$ cat src/rtl/execute_muldiv.sv
`default_nettype none
// ============================================================================
//  Module   : execute_muldiv
//  Brief    : RV execute stage: single-cycle ALU/branch unit plus a
//             multi-cycle M-extension unit (fixed-latency multiply, restoring
//             divide) feeding the EX/MEM pipeline register.
//  Revision : 1.0
// ============================================================================
module execute_muldiv #(
    parameter int XLEN       = 32,
    parameter int MUL_CYCLES = 2
) (
    input  logic            clk,
    input  logic            rst,
    input  logic            i_valid,
    input  logic            i_flush,
    input  logic [XLEN-1:0] i_pc,
    input  logic [XLEN-1:0] i_pc4,
    input  logic [XLEN-1:0] i_r1,
    input  logic [XLEN-1:0] i_r2,
    input  logic [XLEN-1:0] i_imm,
    input  logic [XLEN-1:0] i_wb_fw_data,
    input  logic [XLEN-1:0] i_mem_fw_data,
    input  logic            i_r1_sel,
    input  logic            i_r2_sel,
    input  logic [1:0]      i_r1_fw_sel,
    input  logic [1:0]      i_r2_fw_sel,
    input  logic [2:0]      i_func3,
    input  logic            i_instr30,
    input  logic [1:0]      i_alu_op,
    input  logic [1:0]      i_branch_op,
    input  logic            i_is_muldiv,
    input  logic            i_mem_w_en,
    input  logic            i_wb_en,
    input  logic [4:0]      i_w_idx,
    input  logic [1:0]      i_wb_sel,
    output logic            o_stall,
    output logic            o_valid,
    output logic [XLEN-1:0] o_alu_res,
    output logic [XLEN-1:0] o_rs2,
    output logic [XLEN-1:0] o_pc4,
    output logic            o_mem_w_en,
    output logic            o_wb_en,
    output logic [2:0]      o_func3,
    output logic [4:0]      o_w_idx,
    output logic [1:0]      o_wb_sel,
    output logic [XLEN-1:0] o_alu_res_wire,
    output logic            o_do_branch
);

    localparam int                 c_SHAMT_W  = $clog2(XLEN);
    localparam int                 c_CNT_W    = $clog2(XLEN);
    localparam logic [c_CNT_W-1:0] c_DIV_LOAD = c_CNT_W'(XLEN - 1);
    localparam logic [c_CNT_W-1:0] c_MUL_LOAD = c_CNT_W'(MUL_CYCLES - 1);

    typedef enum logic [1:0] {
        S_IDLE = 2'd0,
        S_BUSY = 2'd1,
        S_DONE = 2'd2
    } state_t;

    state_t r_state, w_state_nxt;

    logic [XLEN-1:0]      w_r1, w_r2, w_op1, w_op2, w_alu, w_sra;
    logic [c_SHAMT_W-1:0] w_shamt;
    logic                 w_cond, w_taken, w_start, w_stall;

    // ---------------- operand forwarding ----------------
    always_comb begin
        case (i_r1_fw_sel)
            2'd1:    w_r1 = i_mem_fw_data;
            2'd2:    w_r1 = i_wb_fw_data;
            default: w_r1 = i_r1;
        endcase
        case (i_r2_fw_sel)
            2'd1:    w_r2 = i_mem_fw_data;
            2'd2:    w_r2 = i_wb_fw_data;
            default: w_r2 = i_r2;
        endcase
    end

    assign w_op1   = i_r1_sel ? i_pc  : w_r1;
    assign w_op2   = i_r2_sel ? i_imm : w_r2;
    assign w_shamt = w_op2[c_SHAMT_W-1:0];
    assign w_sra   = $signed(w_op1) >>> w_shamt;

    // alu_op: 00 add (address/auipc), 01 pass op2 (lui), 10 R-type, 11 I-type
    always_comb begin
        w_alu = '0;
        if (i_alu_op == 2'b00) begin
            w_alu = w_op1 + w_op2;
        end else if (i_alu_op == 2'b01) begin
            w_alu = w_op2;
        end else begin
            case (i_func3)
                3'b000: begin
                    if (i_alu_op == 2'b10 && i_instr30) w_alu = w_op1 - w_op2;
                    else                                w_alu = w_op1 + w_op2;
                end
                3'b001: w_alu = w_op1 << w_shamt;
                3'b010: w_alu = {{(XLEN-1){1'b0}}, ($signed(w_op1) < $signed(w_op2))};
                3'b011: w_alu = {{(XLEN-1){1'b0}}, (w_op1 < w_op2)};
                3'b100: w_alu = w_op1 ^ w_op2;
                3'b101: begin
                    if (i_instr30) w_alu = w_sra;
                    else           w_alu = w_op1 >> w_shamt;
                end
                3'b110: w_alu = w_op1 | w_op2;
                default: w_alu = w_op1 & w_op2;
            endcase
        end
    end

    assign o_alu_res_wire = w_alu;

    // branch_op: 00 none, 01 conditional on func3, 1x unconditional jump
    always_comb begin
        w_cond = 1'b0;
        case (i_func3)
            3'b000:  w_cond = (w_r1 == w_r2);
            3'b001:  w_cond = (w_r1 != w_r2);
            3'b100:  w_cond = ($signed(w_r1) <  $signed(w_r2));
            3'b101:  w_cond = ($signed(w_r1) >= $signed(w_r2));
            3'b110:  w_cond = (w_r1 <  w_r2);
            3'b111:  w_cond = (w_r1 >= w_r2);
            default: w_cond = 1'b0;
        endcase
    end

    assign w_taken     = i_branch_op[1] | ((i_branch_op == 2'b01) & w_cond);
    assign o_do_branch = i_valid & ~i_flush & ~i_is_muldiv & w_taken;

    // ---------------- muldiv control ----------------
    logic [c_CNT_W-1:0] r_cnt;
    logic [XLEN-1:0]    r_a, r_b, r_rem, r_quo;
    logic [2:0]         r_f3;
    logic [2*XLEN-1:0]  r_prod;

    assign w_start = (r_state == S_IDLE) & i_valid & i_is_muldiv & ~i_flush;
    assign w_stall = ~rst & ~i_flush & (w_start | (r_state == S_BUSY));
    assign o_stall = w_stall;

    always_ff @(posedge clk) begin
        if (rst) r_state <= S_IDLE;
        else     r_state <= w_state_nxt;
    end

    always_comb begin
        w_state_nxt = r_state;
        if (i_flush) begin
            w_state_nxt = S_IDLE;
        end else begin
            case (r_state)
                S_IDLE:  if (w_start) w_state_nxt = S_BUSY;
                S_BUSY:  if (r_cnt == '0) w_state_nxt = S_DONE;
                S_DONE:  w_state_nxt = S_IDLE;
                default: w_state_nxt = S_IDLE;
            endcase
        end
    end

    // ---------------- multiply datapath ----------------
    logic              w_a_sgn_mul, w_b_sgn_mul;
    logic [2*XLEN-1:0] w_ea, w_eb, w_prod;

    assign w_a_sgn_mul = (r_f3[1:0] == 2'b01) | (r_f3[1:0] == 2'b10);
    assign w_b_sgn_mul = (r_f3[1:0] == 2'b01);
    assign w_ea   = {{XLEN{w_a_sgn_mul & r_a[XLEN-1]}}, r_a};
    assign w_eb   = {{XLEN{w_b_sgn_mul & r_b[XLEN-1]}}, r_b};
    // Low 2*XLEN bits of the extended product are exact for every sign mix
    assign w_prod = w_ea * w_eb;

    // ---------------- divide datapath ----------------
    logic            w_in_neg, w_a_neg, w_b_neg, w_ge, w_div_zero;
    logic [XLEN-1:0] w_abs_in, w_dvs, w_rem_sub, w_quo_fix, w_rem_fix, w_md_res;
    logic [XLEN:0]   w_rem_sh;

    assign w_in_neg   = i_func3[2] & ~i_func3[0] & w_r1[XLEN-1];
    assign w_abs_in   = w_in_neg ? -w_r1 : w_r1;
    assign w_a_neg    = ~r_f3[0] & r_a[XLEN-1];
    assign w_b_neg    = ~r_f3[0] & r_b[XLEN-1];
    assign w_dvs      = w_b_neg ? -r_b : r_b;
    assign w_rem_sh   = {r_rem, r_quo[XLEN-1]};
    assign w_ge       = (w_rem_sh >= {1'b0, w_dvs});
    assign w_rem_sub  = w_rem_sh[XLEN-1:0] - w_dvs;
    assign w_div_zero = (r_b == '0);

    always_comb begin
        w_quo_fix = r_quo;
        w_rem_fix = r_rem;
        if (w_div_zero) begin
            w_quo_fix = '1;
            w_rem_fix = r_a;
        end else begin
            if (w_a_neg ^ w_b_neg) w_quo_fix = -r_quo;
            if (w_a_neg)           w_rem_fix = -r_rem;
        end
    end

    always_comb begin
        case (r_f3)
            3'b000:          w_md_res = r_prod[XLEN-1:0];
            3'b001, 3'b010,
            3'b011:          w_md_res = r_prod[2*XLEN-1:XLEN];
            3'b100, 3'b101:  w_md_res = w_quo_fix;
            default:         w_md_res = w_rem_fix;
        endcase
    end

    always_ff @(posedge clk) begin
        if (rst) begin
            r_cnt  <= '0;
            r_a    <= '0;
            r_b    <= '0;
            r_f3   <= '0;
            r_rem  <= '0;
            r_quo  <= '0;
            r_prod <= '0;
        end else if (w_start) begin
            r_a   <= w_r1;
            r_b   <= w_r2;
            r_f3  <= i_func3;
            r_cnt <= i_func3[2] ? c_DIV_LOAD : c_MUL_LOAD;
            r_quo <= w_abs_in;
            r_rem <= '0;
        end else if (r_state == S_BUSY && !i_flush) begin
            if (r_cnt != '0) r_cnt <= r_cnt - 1'b1;
            r_prod <= w_prod;
            if (r_f3[2]) begin
                r_rem <= w_ge ? w_rem_sub : w_rem_sh[XLEN-1:0];
                r_quo <= {r_quo[XLEN-2:0], w_ge};
            end
        end
    end

    // ---------------- EX/MEM register ----------------
    logic            r_valid, r_mem_w_en, r_wb_en;
    logic [XLEN-1:0] r_alu_res, r_rs2, r_pc4;
    logic [2:0]      r_func3;
    logic [4:0]      r_w_idx;
    logic [1:0]      r_wb_sel;

    always_ff @(posedge clk) begin
        if (rst) begin
            r_valid    <= 1'b0;
            r_mem_w_en <= 1'b0;
            r_wb_en    <= 1'b0;
            r_alu_res  <= '0;
            r_rs2      <= '0;
            r_pc4      <= '0;
            r_func3    <= '0;
            r_w_idx    <= '0;
            r_wb_sel   <= '0;
        end else if (w_stall || i_flush) begin
            r_valid    <= 1'b0;
            r_mem_w_en <= 1'b0;
            r_wb_en    <= 1'b0;
        end else begin
            r_valid    <= i_valid;
            r_mem_w_en <= i_mem_w_en;
            r_wb_en    <= i_wb_en;
            r_alu_res  <= (r_state == S_DONE) ? w_md_res : w_alu;
            r_rs2      <= w_r2;
            r_pc4      <= i_pc4;
            r_func3    <= i_func3;
            r_w_idx    <= i_w_idx;
            r_wb_sel   <= i_wb_sel;
        end
    end

    assign o_valid    = r_valid;
    assign o_mem_w_en = r_mem_w_en;
    assign o_wb_en    = r_wb_en;
    assign o_alu_res  = r_alu_res;
    assign o_rs2      = r_rs2;
    assign o_pc4      = r_pc4;
    assign o_func3    = r_func3;
    assign o_w_idx    = r_w_idx;
    assign o_wb_sel   = r_wb_sel;

endmodule
`default_nettype wire

$ cat config.mk
export PLATFORM = sky130hd
export DESIGN_NAME = execute_muldiv
export DESIGN_NICKNAME = d
export VERILOG_FILES = /design/src/rtl/execute_muldiv.sv
export SDC_FILE = /design/constraint.sdc
export NUM_CORES = 2
export LEC_CHECK = 0
export BUFFER_PORTS_ARGS = -buffer_cell sky130_fd_sc_hd__buf_2
export CAP_MARGIN = 20
export CORE_MARGIN = 1
export CORE_UTILIZATION = 51
export CTS_BUF_LIST = sky130_fd_sc_hd__clkbuf_8
export CTS_CLUSTER_DIAMETER = 200
export DETAILED_ROUTE_END_ITERATION = 16
export PLACE_DENSITY_LB_ADDON = 0.08
export SLEW_MARGIN = 10
export SYNTH_ARGS = -nofsm -noshare
export SYNTH_HDL_FRONTEND = slang
export SYNTH_SLANG_ARGS = --single-unit
$ cat constraint.sdc
create_clock -name clk -period 14.91 [get_ports clk]
set_input_delay 0.7455 -clock clk [delete_from_list [all_inputs] [get_ports clk]]
set_output_delay 0.7455 -clock clk [all_outputs]
set_load 0.005 [all_outputs]
**Word-level counts from Yosys, hierarchy flattened**

Cells that the tools add are included.

- Add/sub/neg operators: 8
- $mul: 1
- Order comparisons: 7
- Eq/ne operators: 27
- Shifts and indexed selects: 3
- Mux-type cells: 29
- Bitwise logic cells: 28
- Reduce and logical (&&, ||, !) cells: 24

Operators with widths:

| cell | number |
|---|---|
| $mux W32 | 17 |
| $pmux W32 S7 | 1 |
| $lt A32 B32 Y1 | 4 |
| $neg A32 Y32 | 4 |
| $pmux W32 S2 | 2 |
| $pmux W32 S3 | 1 |
| $ge A32 B32 Y1 | 2 |
| $mul A33 B33 Y64 | 1 |
| $sub A32 B32 Y32 | 2 |
| $ge A33 B32 Y1 | 1 |
| $add A32 B32 Y32 | 1 |
| $and A32 B32 Y32 | 1 |
| $eq A32 B32 Y1 | 1 |
| $logic_not A32 Y1 | 1 |
| $ne A32 B32 Y1 | 1 |
| $or A32 B32 Y32 | 1 |
| $shl A32 B5 Y32 | 1 |
| $shr A32 B5 Y32 | 1 |
| $sshr A32 B5 Y32 | 1 |
| $xor A32 B32 Y32 | 1 |
| $mux W5 | 4 |
| $eq A3 B3 Y1 const B | 6 |
| $and A1 B1 Y1 | 15 |
| $eq A2 B1 Y1 const B | 6 |
| other kinds (23) | 51 |

- Flip-flop bits (word level): 311
- Input bits: 252
- Output and inout port bits: 143
- Word-level logic and storage cells: 144

**Depth between registers and ports, before layout**

- Word-level depth: 9
- Gate-level depth with buffers: 34
- Depth with buffers taken out: 31

**Worst setup path before layout**

No wires, ideal clock.

- Kind: flip-flop to flip-flop
- Start: reg r_f3[0]
- End: reg r_prod[62]
- Setup time: 0.131 ns
- Arrival time: 8.379 ns
- Path slack: 6.400 ns
- Stages on the path, launching flop included: 30
- Clock period less this slack: 8.510 ns
- Cells stage by stage: dfxtp_1 inv_1 ha_1 and2_1 clkbuf_1 clkbuf_1 nand2_1 inv_1 fa_1 inv_1 fa_1 inv_1 fa_1 inv_1 fa_1 inv_1 fa_1 fa_1 fa_1 fa_1 ha_1 a21oi_1 o21ai_0 a311oi_1 o21ai_0 nand3_1 o31ai_2 a221oi_1 xor2_1 o31ai_1

- Word-level cells in the longest chain between the ends: 4

RTL lines:

| element | line | RTL |
|---|---|---|
| start, declared | 136 | `logic [2:0] r_f3;` |
| start signal, assigned | 222 | `r_f3 <= i_func3;` |
| $eq A2 B1 Y1 / $eq A2 B2 Y1 (equally long branches) | 166, 167 |  |
| $or A1 B1 Y1 | 166 | `assign w_a_sgn_mul = (r_f3[1:0] == 2'b01) \| (r_f3[1:0] == 2'b10);` |
| $and A1 B1 Y1 | 168 | `assign w_ea = {{XLEN{w_a_sgn_mul & r_a[XLEN-1]}}, r_a};` |
| $mul A33 B33 Y64 (*) | 171 | `assign w_prod = w_ea * w_eb;` |
| end signal, assigned | 228 | `r_prod <= w_prod;` |
| end, declared | 137 | `logic [2*XLEN-1:0] r_prod;` |

Every way passes the cells marked *; elsewhere a longest branch is shown, timed or not.
A chain may end at the register's enable or synchronous reset.

**Worst setup path after layout**

Ends and elaborated chain as after synthesis.

==> impl_metrics.py <==
metrics = {
    "clocking": {
        "tritoncts": "yes",
        "insertion_delay_ns": 0.77,
        "clkTransAtPathRegs_ns": 0.07,
        "clock-sinks": 311,
        "cts_buffer_depth": 3,
        "cts_hold_buf": 0,
        "cts-htree-levels": 2,
        "postCtsSetupBuffers": 0,
        "cts_inserted_buffers": 58,
        "cts_root_buf": "clkbuf_8",
        "postCtsResizedCells": 0,
    },
    "synthesis": {
        "synthMuxAreaShare_pct": 2.806,
        "yosys_warnings": 0,
        "netlist-cell-type-count": 97,
        "synthArstFlopShare_pct": 0,
        "synth_edf_count": 0,
        "syn_avg_cell_area_um2": 7.945,
        "synth_top_family_by_area": "adder cells",
        "ys_seq_area_share_pct": 9.211,
        "synthCells": 8507,
        "synthesis.nets": 10274,
        "synthXorXnorAreaFrac_pct": 3.265,
        "syn-cell-area_mm2": 0.06759,
        "synth-main-ff-cell": "dfxtp_1",
        "synth_fa_ha_area_share_pct": 40.57,
        "synthSimpleGateAreaFrac_pct": 17.69,
        "yosys_register_bits": 311,
        "synth_compound_area_share_pct": 15.36,
    },
    "finish": {
        "fin_nets": 10325,
        "final_cell_mix": "1357 x inv_1, 1356 x nand2_1, 1128 x fa_1",
        "final_common_cell": "inv_1",
        "drive_gt1_share_pct": 9.743,
        "instances_no_fill": 10363,
        "nFillCells": 12749,
        "synthToLayoutAreaGrowth_pct": 6.977,
    },
    "global_route": {
        "grt_util_met3_pct": 11.78,
        "grt-busiest-layer": "met2",
        "grt_pass1_wl_um": 421100,
        "grt_overflow_total": 0,
        "grt_usage_pct": 42.39,
        "gr-usage-met1_pct": 59.06,
        "use_met2_pct": 62.39,
        "antenna_found_initial": 14,
        "grt_pass1_vias": 63273,
        "grt_max_degree": 101,
    },
    "job": {
        "maxCapViolations": 0,
    },
    "route": {
        "routed-via-count": 63516,
        "wire_per_inst_um": 27.66,
        "drt_iter0_drc": 7325,
        "via_per_inst": 6.129,
        "dr.pass1.iters": 7,
        "drcViolationCount": 0,
        "ant_nets": 0,
        "wl_um": 286700,
    },
    "timing": {
        "period_share_pct": 66.10,
        "rsz0062_at_grt": "false",
        "worst_pin_slew_ns": 1.247,
        "fin_crit_ns": 9.856,
        "relSlewSlack_pct": 16.88,
        "tns_ns": 0,
        "slew_violations": 0,
        "setup_viol": 0,
        "max_freq_mhz": 101.5,
        "finalHoldViolCount": 0,
        "fin_skew_ns": 0.04479,
    },
    "status": {
        "outcome": "completed",
    },
    "pwr": {
        "seq_power_share_pct": 24.4,
        "irDropWorstVdd_v": 0.00009180,
        "pwr-share-clk_pct": 27.4,
        "powerDensity_mw_per_mm2": 51.67,
        "p_leak_uw": 0.03341,
        "p_comb_share_pct": 48.2,
        "p_int_uw": 2000,
        "power.switching_uw": 1737,
        "p_sw_share_pct": 46.48,
    },
    "placed_design": {
        "gp_congestion": 1.058,
        "dp_cells": 10252,
        "post-dp-hpwl_um": 218200,
        "io_buffers": 394,
    },
    "floorplan": {
        "start_util_pct": 51.42,
        "rows": 133,
        "die_h_um": 366.1,
        "core-area_mm2": 0.1315,
        "ios": 395,
        "dieArea_mm2": 0.1340,
        "die_w_um": 366.1,
    },
    "min_path": {
        "hold_class": "input pin to register",
    },
    "worst_setup_path": {
        "arrival_ns": 10.45,
        "crit_top_cell": "fa_1",
        "cp_slowest_cell": "fa_1",
        "critPathKind": "register to register",
        "crit_path_start_kind": "register",
        "slowest_delay_ns": 1.08,
        "cp.required_ns": 15.50,
        "worst_setup_path_end_kind": "register",
        "cp_max_fo": 13,
    },
}
==> worst max-delay path: cells and delay by family (launching register included) <==
kind / cells / cell delay (ns)
flops: 1 / 0.47
xor+xnor: 1 / 0.18
simple gates: 3 / 0.92
fa+ha+maj: 10 / 5.95
buf+inv: 4 / 0.84
compound gates: 7 / 1.31
==> cells by family after synthesis <==
| group | count (synthesis) |
|---|---|
| compound gates | 1598 |
| xor+xnor | 252 |
| fa+ha+maj | 1515 |
| buf+inv | 1951 |
| flops | 311 |
| mux | 182 |
| simple gates | 2698 |
==> state kept, by name (all words and copies together) (netlist names), 5 cells and up <==
name       count
r_prod        64
o_alu_res     32
o_pc4         32
o_rs2         32
r_a           32
r_b           32
r_quo         32
r_rem         32
o_w_idx        5
r_cnt          5
==> power by group through the flow <==
stage | Clock, uW | Combinational, uW | Sequential (uW)
5_1_grt | 1060 | 1890 | 912
2_1_floorplan | 0 | 1090 | 902
6_report | 1020 | 1800 | 910
3_5_place_dp | 0 | 1720 | 925
4_1_cts | 1030 | 1730 | 907
3_3_place_gp | 0 | 1710 | 925
==> worst paths after layout <==
check / startpoint / endpoint / slack (ns) / cells past startpoint
worst min register to register: o_alu_res[3] / o_alu_res[3] / 0.44 / 2
worst min-delay path: i_pc4[14] / o_pc4[14] / 0.24 / 3
worst max register to register: r_f3[0] / r_prod[62] / 5.05 / 25
worst max-delay path: r_f3[0] / r_prod[62] / 5.05 / 25
==> layout make-up <==
cell class | count | area [um^2] | area share, %
sequential | 311 | 6243 | 8.635
multi-input combinational | 6245 | 53970 | 74.64
clock inverter | 31 | 369.1 | 0.5105
antenna | 7 | 17.52 | 0.02423
inverter | 1356 | 5092 | 7.043
clock buffer | 72 | 991.0 | 1.370
tap | 1755 | 2196 | 3.037
timing repair buffer | 586 | 3431 | 4.745
==> per-layer routing <==
layer  wire [um]  part of all wire [%]
met4       13210                   4.6
met5          32                 0.011
met3       35430                    12
met1      116500                    41
met2      121500                    42
==> synth_stat cells (all sizes together), types with 18 or more instances <==
library cell  instances  area share [%]
mux2                 20            0.33
o22ai                18            0.17
and2                316             2.9
o21bai               21            0.23
a22oi                58            0.64
o211ai               73            0.82
dfxtp               311             9.2
a221o                30            0.44
mux2i               158             2.3
nor3                 79            0.59
nand2              1358             7.5
a311oi               36            0.47
nor2                590             3.3
buf                 129            0.97
nor3b                22            0.24
a21oi               569             4.2
fa                 1128              33
nor4                 24            0.27
ha                  387             7.2
o31ai                54            0.67
nand2b               40            0.37
nand4                30            0.28
o21ai               303             2.2
xor2                 74            0.96
or3                  29            0.27
inv                1355             7.5
a221oi               79             1.2
xnor2               178             2.3
a31oi                57            0.54
or2                  30            0.28
and3                 29            0.27
nand3                71            0.53
o21a                 28            0.31
clkbuf              466             2.6
nor2b                45            0.42
a211oi               82            0.96
a21o                 64            0.71
==> stage by stage <==
step / power (uW) / hold WS, ns / cell area (um^2) / worst slack, ns / utilization, %
after detailed placement: 2644 / 0.4334 / 70920 / 5.103 / 53.95
after CTS: 3663 / 0.2037 / 72280 / 5.054 / 54.98
after floorplan: 1990 / 0.4317 / 67590 / 6.400 / -
final: 3736 / 0.2378 / 72310 / 5.054 / 55.00
after global routing: 3866 / 0.2207 / 72300 / 4.639 / 54.99
after global placement: 2639 / 0.4297 / 70900 / 5.232 / 53.93
(Power assumes the default switching activity.)
